**config.mk**
```make
export PLATFORM = sky130hd
export DESIGN_NAME = sha256_msg_padder_flat
export DESIGN_NICKNAME = d
export VERILOG_FILES = /design/src/rtl/sha256_msg_padder_if.sv /design/src/rtl/sha256_msg_padder.sv /design/src/flat_wrapper.sv
export SDC_FILE = /design/constraint.sdc
export NUM_CORES = 1
export LEC_CHECK = 0
export ABC_AREA = 1
export CORE_MARGIN = 5
export CORE_UTILIZATION = 45
export CTS_BUF_LIST = sky130_fd_sc_hd__clkbuf_2
export DETAILED_ROUTE_END_ITERATION = 10
export PLACE_DENSITY = 0.84
export SLEW_MARGIN = 20
export SYNTH_ARGS = -nofsm -noshare
export SYNTH_HDL_FRONTEND = slang
export SYNTH_SLANG_ARGS = --single-unit
```
**constraint.sdc**
```tcl
create_clock -name clk -period 2.9 [get_ports clk]
set_input_delay 0.87 -clock clk [delete_from_list [all_inputs] [get_ports clk]]
set_output_delay 0.87 -clock clk [all_outputs]
set_load 0.02 [all_outputs]
```
**src/rtl/sha256_msg_padder_if.sv**
```systemverilog
// Byte-stream input and 512-bit block output of the SHA-256 message padder.
// The slave modport is the padder; the master modport is whoever feeds bytes and consumes blocks.
interface sha256_msg_padder_if;
    logic [7:0]   in_data;
    logic         in_valid;
    logic         in_last;
    logic         in_ready;
    logic [511:0] blk_data;
    logic         blk_valid;
    logic         blk_ready;
    logic         blk_first;
    logic         blk_last;

    modport master (
        output in_data, in_valid, in_last, blk_ready,
        input  in_ready, blk_data, blk_valid, blk_first, blk_last
    );

    modport slave (
        input  in_data, in_valid, in_last, blk_ready,
        output in_ready, blk_data, blk_valid, blk_first, blk_last
    );
endinterface

```
**src/rtl/sha256_msg_padder.sv**
```systemverilog
// Packs a byte stream big-endian into 512-bit SHA-256 blocks and appends
// FIPS 180-4 padding (0x80, zero fill, 64-bit bit length), tagging first/last blocks.
module sha256_msg_padder #(
    parameter int CNT_W = 32
) (
    input  logic                clk,
    input  logic                rst_n,
    input  logic                clear,
    sha256_msg_padder_if.slave  bus
);

    typedef enum logic [1:0] {S_FILL, S_PAD, S_EMIT, S_DONE} state_t;

    state_t             state;
    state_t             cont;
    logic [6:0]         idx;
    logic [CNT_W-1:0]   cnt;
    logic               first;
    logic               pend80;
    logic               in_ready_q;
    logic               blk_valid_q;
    logic               blk_first_q;
    logic               blk_last_q;

    logic [7:0]         mem [64];
    logic [511:0]       blk_flat;
    logic [63:0]        len64;

    logic               wr_en;
    logic               len_wr;
    logic [5:0]         wr_idx;
    logic [7:0]         wr_byte;
    logic               accept;

    assign accept = bus.in_valid && in_ready_q;
    assign len64  = 64'({cnt, 3'b000});

    // NOTE: every signal driven from always_comb gets a default first, otherwise a latch is inferred.
    always_comb begin
        wr_en   = 1'b0;
        len_wr  = 1'b0;
        wr_idx  = idx[5:0];
        wr_byte = bus.in_data;
        if (!clear) begin
            case (state)
                S_FILL: wr_en = accept;
                S_PAD: begin
                    if (!idx[6]) begin
                        if (idx == 7'd56 && !pend80) begin
                            len_wr = 1'b1;
                        end else begin
                            wr_en   = 1'b1;
                            wr_byte = pend80 ? 8'h80 : 8'h00;
                        end
                    end
                end
                default: ;
            endcase
        end
    end

    // NOTE: the block buffer is a plain storage array with no reset; every byte is written before it is emitted.
    always_ff @(posedge clk) begin
        if (wr_en) mem[wr_idx] <= wr_byte;
        if (len_wr) begin
            for (int i = 0; i < 8; i++) mem[6'(56 + i)] <= len64[63 - 8*i -: 8];
        end
    end

    always_comb begin
        blk_flat = '0;
        for (int i = 0; i < 64; i++) blk_flat[511 - 8*i -: 8] = mem[i];
    end

    // Gating keeps blk_data at zero outside EMIT without a second 512-bit register.
    assign bus.blk_data  = blk_valid_q ? blk_flat : '0;
    assign bus.in_ready  = in_ready_q;
    assign bus.blk_valid = blk_valid_q;
    assign bus.blk_first = blk_first_q;
    assign bus.blk_last  = blk_last_q;

    // NOTE: all state here uses non-blocking assignments so every branch sees pre-edge values.
    always_ff @(posedge clk or negedge rst_n) begin
        if (!rst_n) begin
            state       <= S_FILL;
            cont        <= S_FILL;
            idx         <= '0;
            cnt         <= '0;
            first       <= 1'b1;
            pend80      <= 1'b0;
            in_ready_q  <= 1'b0;
            blk_valid_q <= 1'b0;
            blk_first_q <= 1'b0;
            blk_last_q  <= 1'b0;
        end else if (clear) begin
            state       <= S_FILL;
            cont        <= S_FILL;
            idx         <= '0;
            cnt         <= '0;
            first       <= 1'b1;
            pend80      <= 1'b0;
            in_ready_q  <= 1'b1;
            blk_valid_q <= 1'b0;
            blk_first_q <= 1'b0;
            blk_last_q  <= 1'b0;
        end else begin
            case (state)
                S_FILL: begin
                    if (accept) begin
                        idx <= idx + 7'd1;
                        cnt <= cnt + CNT_W'(1);
                        if (bus.in_last) begin
                            state      <= S_PAD;
                            pend80     <= 1'b1;
                            in_ready_q <= 1'b0;
                        end else if (idx == 7'd63) begin
                            state       <= S_EMIT;
                            cont        <= S_FILL;
                            in_ready_q  <= 1'b0;
                            blk_valid_q <= 1'b1;
                            blk_first_q <= first;
                            blk_last_q  <= 1'b0;
                        end
                    end else begin
                        in_ready_q <= 1'b1;
                    end
                end
                S_PAD: begin
                    if (idx[6]) begin
                        state       <= S_EMIT;
                        cont        <= S_PAD;
                        blk_valid_q <= 1'b1;
                        blk_first_q <= first;
                        blk_last_q  <= 1'b0;
                    end else if (idx == 7'd56 && !pend80) begin
                        idx         <= 7'd64;
                        state       <= S_EMIT;
                        cont        <= S_DONE;
                        blk_valid_q <= 1'b1;
                        blk_first_q <= first;
                        blk_last_q  <= 1'b1;
                    end else begin
                        pend80 <= 1'b0;
                        idx    <= idx + 7'd1;
                    end
                end
                S_EMIT: begin
                    if (bus.blk_ready) begin
                        idx         <= '0;
                        first       <= 1'b0;
                        blk_valid_q <= 1'b0;
                        blk_first_q <= 1'b0;
                        blk_last_q  <= 1'b0;
                        if (cont == S_DONE) begin
                            cnt        <= '0;
                            first      <= 1'b1;
                            state      <= S_FILL;
                            in_ready_q <= 1'b1;
                        end else begin
                            state      <= cont;
                            in_ready_q <= (cont == S_FILL);
                        end
                    end
                end
                default: state <= S_FILL;
            endcase
        end
    end

endmodule
```
**src/flat_wrapper.sv**
```systemverilog
// flat-port wrapper written by rule: the top's interface ports become plain ports
module sha256_msg_padder_flat 
#(
    parameter int CNT_W = 32
)
  (clk, rst_n, clear, bus_in_data, bus_in_valid, bus_in_last, bus_blk_ready, bus_in_ready, bus_blk_data, bus_blk_valid, bus_blk_first, bus_blk_last);
  sha256_msg_padder_if bus_i ();
  input  logic clk;
  input  logic rst_n;
  input  logic clear;
  input wire logic [$bits(bus_i.in_data)-1:0] bus_in_data;
  input wire logic [$bits(bus_i.in_valid)-1:0] bus_in_valid;
  input wire logic [$bits(bus_i.in_last)-1:0] bus_in_last;
  input wire logic [$bits(bus_i.blk_ready)-1:0] bus_blk_ready;
  output wire logic [$bits(bus_i.in_ready)-1:0] bus_in_ready;
  output wire logic [$bits(bus_i.blk_data)-1:0] bus_blk_data;
  output wire logic [$bits(bus_i.blk_valid)-1:0] bus_blk_valid;
  output wire logic [$bits(bus_i.blk_first)-1:0] bus_blk_first;
  output wire logic [$bits(bus_i.blk_last)-1:0] bus_blk_last;
  assign bus_i.in_data = bus_in_data;
  assign bus_i.in_valid = bus_in_valid;
  assign bus_i.in_last = bus_in_last;
  assign bus_i.blk_ready = bus_blk_ready;
  assign bus_in_ready = bus_i.in_ready;
  assign bus_blk_data = bus_i.blk_data;
  assign bus_blk_valid = bus_i.blk_valid;
  assign bus_blk_first = bus_i.blk_first;
  assign bus_blk_last = bus_i.blk_last;
  sha256_msg_padder #(.CNT_W(CNT_W)) u_core (.clk(clk), .rst_n(rst_n), .clear(clear), .bus(bus_i));
endmodule
```
# Yosys cells after proc, flatten, opt, wreduce, memory -nomap -nowiden
# Memories as Yosys holds them, arrays and structs flattened.
# Index checks and enable logic that the tools add are counted.
# totals
register_bits	49
ram_bits	512
memories	1
# classes
addsub	2
eq_ne	16
n_mux	85
reduce_logical	20
# memory_table
memory	depth	width	rd	rd_ports_with_merged_regs	wr	line_no	rtl
u_core.mem	64	8	64	0	8	sha256_msg_padder.sv:25	logic [7:0] mem [64];
# ops
cell	n
two-way mux 512 bit	1
two-way mux 32 bit	4
case mux 32 bit (2 select lines)	1
two-way mux 8 bit	6
two-way mux 1 bit	44
two-way mux 7 bit	5
adder 32 x 1 -> 32 bit (second input constant)	1
two-way mux 2 bit	14
case mux 7 bit (3 select lines)	1
inequality test 3 bit (second input constant)	5
== test 7 x 6 -> 1 bit (second input constant)	2
AND reduction 4 bit	3
AND reduction 5 bit	2
inequality test 3 x 2 -> 1 bit (second input constant)	3
case mux 1 bit (3 select lines)	3
OR reduction 8 bit	1
adder 7 x 1 -> 7 bit (second input constant)	1
two-way mux 6 bit	1
case mux 1 bit (2 select lines)	3
case mux 2 bit (3 select lines)	1
AND reduction 3 bit	2
AND reduction 6 bit	1
nonzero test 3 bit	2
inequality test 5 bit (second input constant)	1
11 further kinds	15

# Longest topological paths before layout
# depth
depth_word	10
mapped_depth	13
depth_no_buf	12

# Worst setup path before layout
# OpenSTA, ideal clock, no wires.
# synth_timing
path_type	input to register
startpoint	input clear
endpoint	memory u_core.mem[0][0], data pin
setup_time_ns	0.530
arrival_ns	2.960
setup_slack_ns	-0.590
path_stages	5
path_buffers	1
path_cell_list	buf_6 nor2_4 inv_1 nor2_8 a21boi_1
# synth_rtl
element	line_no	rtl
from (decl)	flat_wrapper.sv:10	input logic clear;
to (decl)	sha256_msg_padder.sv:25	

# Worst setup path after layout
# layout_timing
startpoint	register u_core.blk_valid_q (netlist: u_core.bus.blk_valid)
endpoint	output bus_blk_data[216]
# layout_between
elab_chain_len	1
# layout_lines
element	line_no	rtl
from (decl)	sha256_msg_padder.sv:21	logic blk_valid_q;
from (signal assigned)	sha256_msg_padder.sv:92	blk_valid_q <= 1'b0;
from (signal assigned)	sha256_msg_padder.sv:103	blk_valid_q <= 1'b0;
from (signal assigned)	sha256_msg_padder.sv:120	blk_valid_q <= 1'b1;
two-way mux 512 bit	sha256_msg_padder.sv:76	assign bus.blk_data = blk_valid_q ? blk_flat : '0;
to (decl)	flat_wrapper.sv:16	output wire logic [$bits(bus_i.blk_data)-1:0] bus_blk_data;
# Every way passes these cells.

==> flow_metrics.env <==
export IMPL_finalCritPeriodShare=1.25
export IMPL_ys_seq_area_frac=0.688
export IMPL_viasPerCell=4.89
export IMPL_area_growth_pct=38.3
export IMPL_clock_latency_ns=1.30
export IMPL_leakagePower_nw=20.2
export IMPL_layout_commonest_cell="nand2_1"
export IMPL_criticalPathCategory="reg2out"
export IMPL_ir_worst_vdd_v=0.000526
export IMPL_relSlewSlack=0.385
export IMPL_drc=0
export IMPL_cts_buffer_depth=3
export IMPL_fin_skew_ns=0.0657
export IMPL_dp_cells=3621
export IMPL_worst_setup_path_end_kind="primary output"
export IMPL_report_power_total_w=0.0263
export IMPL_drt_total_wl_um=79200
export IMPL_cts_tree="built"
export IMPL_ys_types=40
export IMPL_power_density_mw_per_mm2=805
export IMPL_final_setup_viol_count=516
export IMPL_synthesis_nets=2376
export IMPL_tightest_slew_ns=0.920
export IMPL_fmax_mhz=276
export IMPL_reg2reg_slack_ns=0.39
export IMPL_globalplace_congestion=0.910
export IMPL_violations="negative setup slack"
export IMPL_fillers=3960
export IMPL_grt_max_degree=59
export IMPL_cts_root_buf="clkbuf_2"
export IMPL_grtUsageTotal=0.255
export IMPL_drive_gt1_frac=0.226
export IMPL_netlist_area_mm2=0.0237
export IMPL_crit_required_ns=2.03
export IMPL_cts_sinks=561
export IMPL_grt_pass1_wl_um=109000
export IMPL_fin_cells=3909
export IMPL_fin_ws_ns=-0.727
export IMPL_startpoint_type="flop"
export IMPL_final_area_mm2=0.0327
export IMPL_antenna_found_initial=3
export IMPL_worstPathMaxFanout=13
export IMPL_die_y_um=239
export IMPL_die_x_um=239
export IMPL_fin_nets=3137
export IMPL_final_util=0.625
export IMPL_coreArea_mm2=0.0523
export IMPL_first_iter_violations=1647
export IMPL_yosys_warnings=0
export IMPL_grt_pass1_vias=18700
export IMPL_dpl_cell_area_mm2=0.0308
export IMPL_startpoint="u_core.bus.blk_valid"
export IMPL_grt_overflow=0
export IMPL_io_pins=530
export IMPL_htreeDepth=4
export IMPL_maxCapViolCount=0
export IMPL_cts_buffers=136
export IMPL_layout_common_cells="nand2_1, inv_1, edfxtp_1"
export IMPL_r2r_start="u_core.idx[0]"
export IMPL_wire_per_inst_um=20.3
export IMPL_vias=19100
export IMPL_hold_class="in2reg"
export IMPL_period_minus_slack_ns=3.63
export IMPL_crit_end="bus_blk_data[216]"
export IMPL_io_buffers=529
export IMPL_reg2reg_depth=11
export IMPL_dp_worst_setup_slack_ns=-0.169
export IMPL_synth_cells=2352
export IMPL_clkSlewWorstSetupHoldPaths_ns=0.11
export IMPL_drv_slew=0
export IMPL_avgSynthCellArea_um2=10.1
export IMPL_dp_hpwl_um=51300
export IMPL_antenna_violating_nets_post_route=0
export IMPL_fp_row_count=84
export IMPL_die_area_mm2=0.0573
export IMPL_r2r_end="u_core.mem[8][7]"
export IMPL_ys_ff_latch=561
export IMPL_firstDrtPassIters=5
export IMPL_start_util=0.452
export IMPL_worst_ep_arrival_time_ns=2.76
export IMPL_status="finished, violations left"
export IMPL_rsz0062_at_grt="yes"
export IMPL_hold_viol_final=0
## cells in the mapped netlist (all sizes together)
master,number,area share
and2,1,0.00026
nand3,48,0.013
dfrtp,48,0.051
nor3,22,0.0049
nand2,701,0.11
nor2,174,0.029
a21oi,43,0.0091
nor4,1,0.00026
a31oi,1,0.00026
o22ai,3,0.00079
inv,626,0.099
edfxtp,480,0.61
dfxtp,32,0.027
a21boi,4,0.0014
buf,15,0.0047
o21ai,59,0.013
nand3b,1,0.00032
a22oi,1,0.00032
and3,1,0.00026
o21a,1,0.00032
nor3b,1,0.00032
dfstp,1,0.0011
nand4,13,0.0060
a211oi,1,0.00032
clkbuf,64,0.010
ha,10,0.0053
## sequential cells by signal, summed over array words and instances, names as in the netlist
signal                flops
u_core.mem              512
u_core.pend80             1
u_core.first              1
u_core.cont               2
u_core.cnt               32
u_core.bus.blk_last       1
u_core.bus.blk_first      1
u_core.bus.blk_valid      1
u_core.state              2
u_core.idx                7
u_core.bus.in_ready       1
## cell type report
class	instances	area, um2	share of cell area
Inverter	626	2350	0.0719
Timing Repair Buffer	702	7090	0.217
Sequential cell	561	16300	0.498
Antenna cell	4	10.0	0.000306
Tap cell	688	861	0.0263
Clock buffer	186	931	0.0284
Multi-Input combinational cell	1086	4830	0.148
Clock inverter	56	369	0.0113
## power breakdown
group | total (W) | switching (W) | leakage (nW) | internal (W)
Sequential | 0.00929 | 0.000143 | 5.23 | 0.00915
Combinational | 0.0116 | 0.00725 | 14.0 | 0.00432
Clock | 0.00548 | 0.00327 | 0.956 | 0.00221
Total | 0.0263 | 0.0107 | 20.2 | 0.0157
## metal layers
metal | track usage | up-vias | wire (um)
met1 | 0.310 | 9068 | 29400
met3 | 0.0639 | 215 | 6620
met4 | 0.121 | 0 | 3790
met5 | 0 | - | 0
met2 | 0.430 | 1076 | 39400
li1 | - | 8754 | -
## worst max-delay path, stage by stage (launching register included)
cell and delay (ns):
dfrtp_4 0.52, buf_12 0.15, buf_8 0.12, buf_6 0.12
buf_12 0.12, buf_16 0.14, nand2_1 0.10, inv_2 0.07
buf_6 0.13
## metrics by stage
step / setup TNS [ns] / hold slack [ns]
after floorplan: -110.24 / 0.465
after global placement: -28.17 / 0.496
after detailed placement: -40.90 / 0.506
after CTS: -501.38 / 0.178
after global routing: -383.65 / 0.240
final: -276.15 / 0.368
## kinds of logic after synthesis
| group | count (synthesis) | share of synthesized area |
|---|---|---|
| adder cells (fa/ha/maj) | 10 | 0.00529 |
| AO/OA/AOI/OAI | 113 | 0.0255 |
| AND/OR/NAND/NOR | 963 | 0.167 |
| flip-flops | 561 | 0.688 |
| buffers and inverters | 705 | 0.114 |
## worst min-delay path by stage
| stage | endpoint | slack [ns] | depth (start not counted) | start |
|---|---|---|---|---|
| after floorplan | u_core.mem[59][3] | 0.46 | 2 | u_core.mem[59][3] |
| after global placement | u_core.bus.blk_first | 0.50 | 2 | u_core.first |
| after detailed placement | u_core.bus.blk_first | 0.51 | 2 | u_core.first |
| after CTS | u_core.mem[63][3] | 0.18 | 3 | bus_in_data[3] |
| after global routing | u_core.mem[63][3] | 0.24 | 3 | bus_in_data[3] |
| final | u_core.mem[63][3] | 0.37 | 3 | bus_in_data[3] |
## timing repair
item,in CTS,in global routing
resized for setup,620,670
setup buffers,17,14
gates cloned,7,5
pin swaps,0,0
hold endpoints to repair,49,0
hold buffers,3,0
endpoints found under the setup margin,516,516
Note: power is estimated with default switching activity, not from simulation.
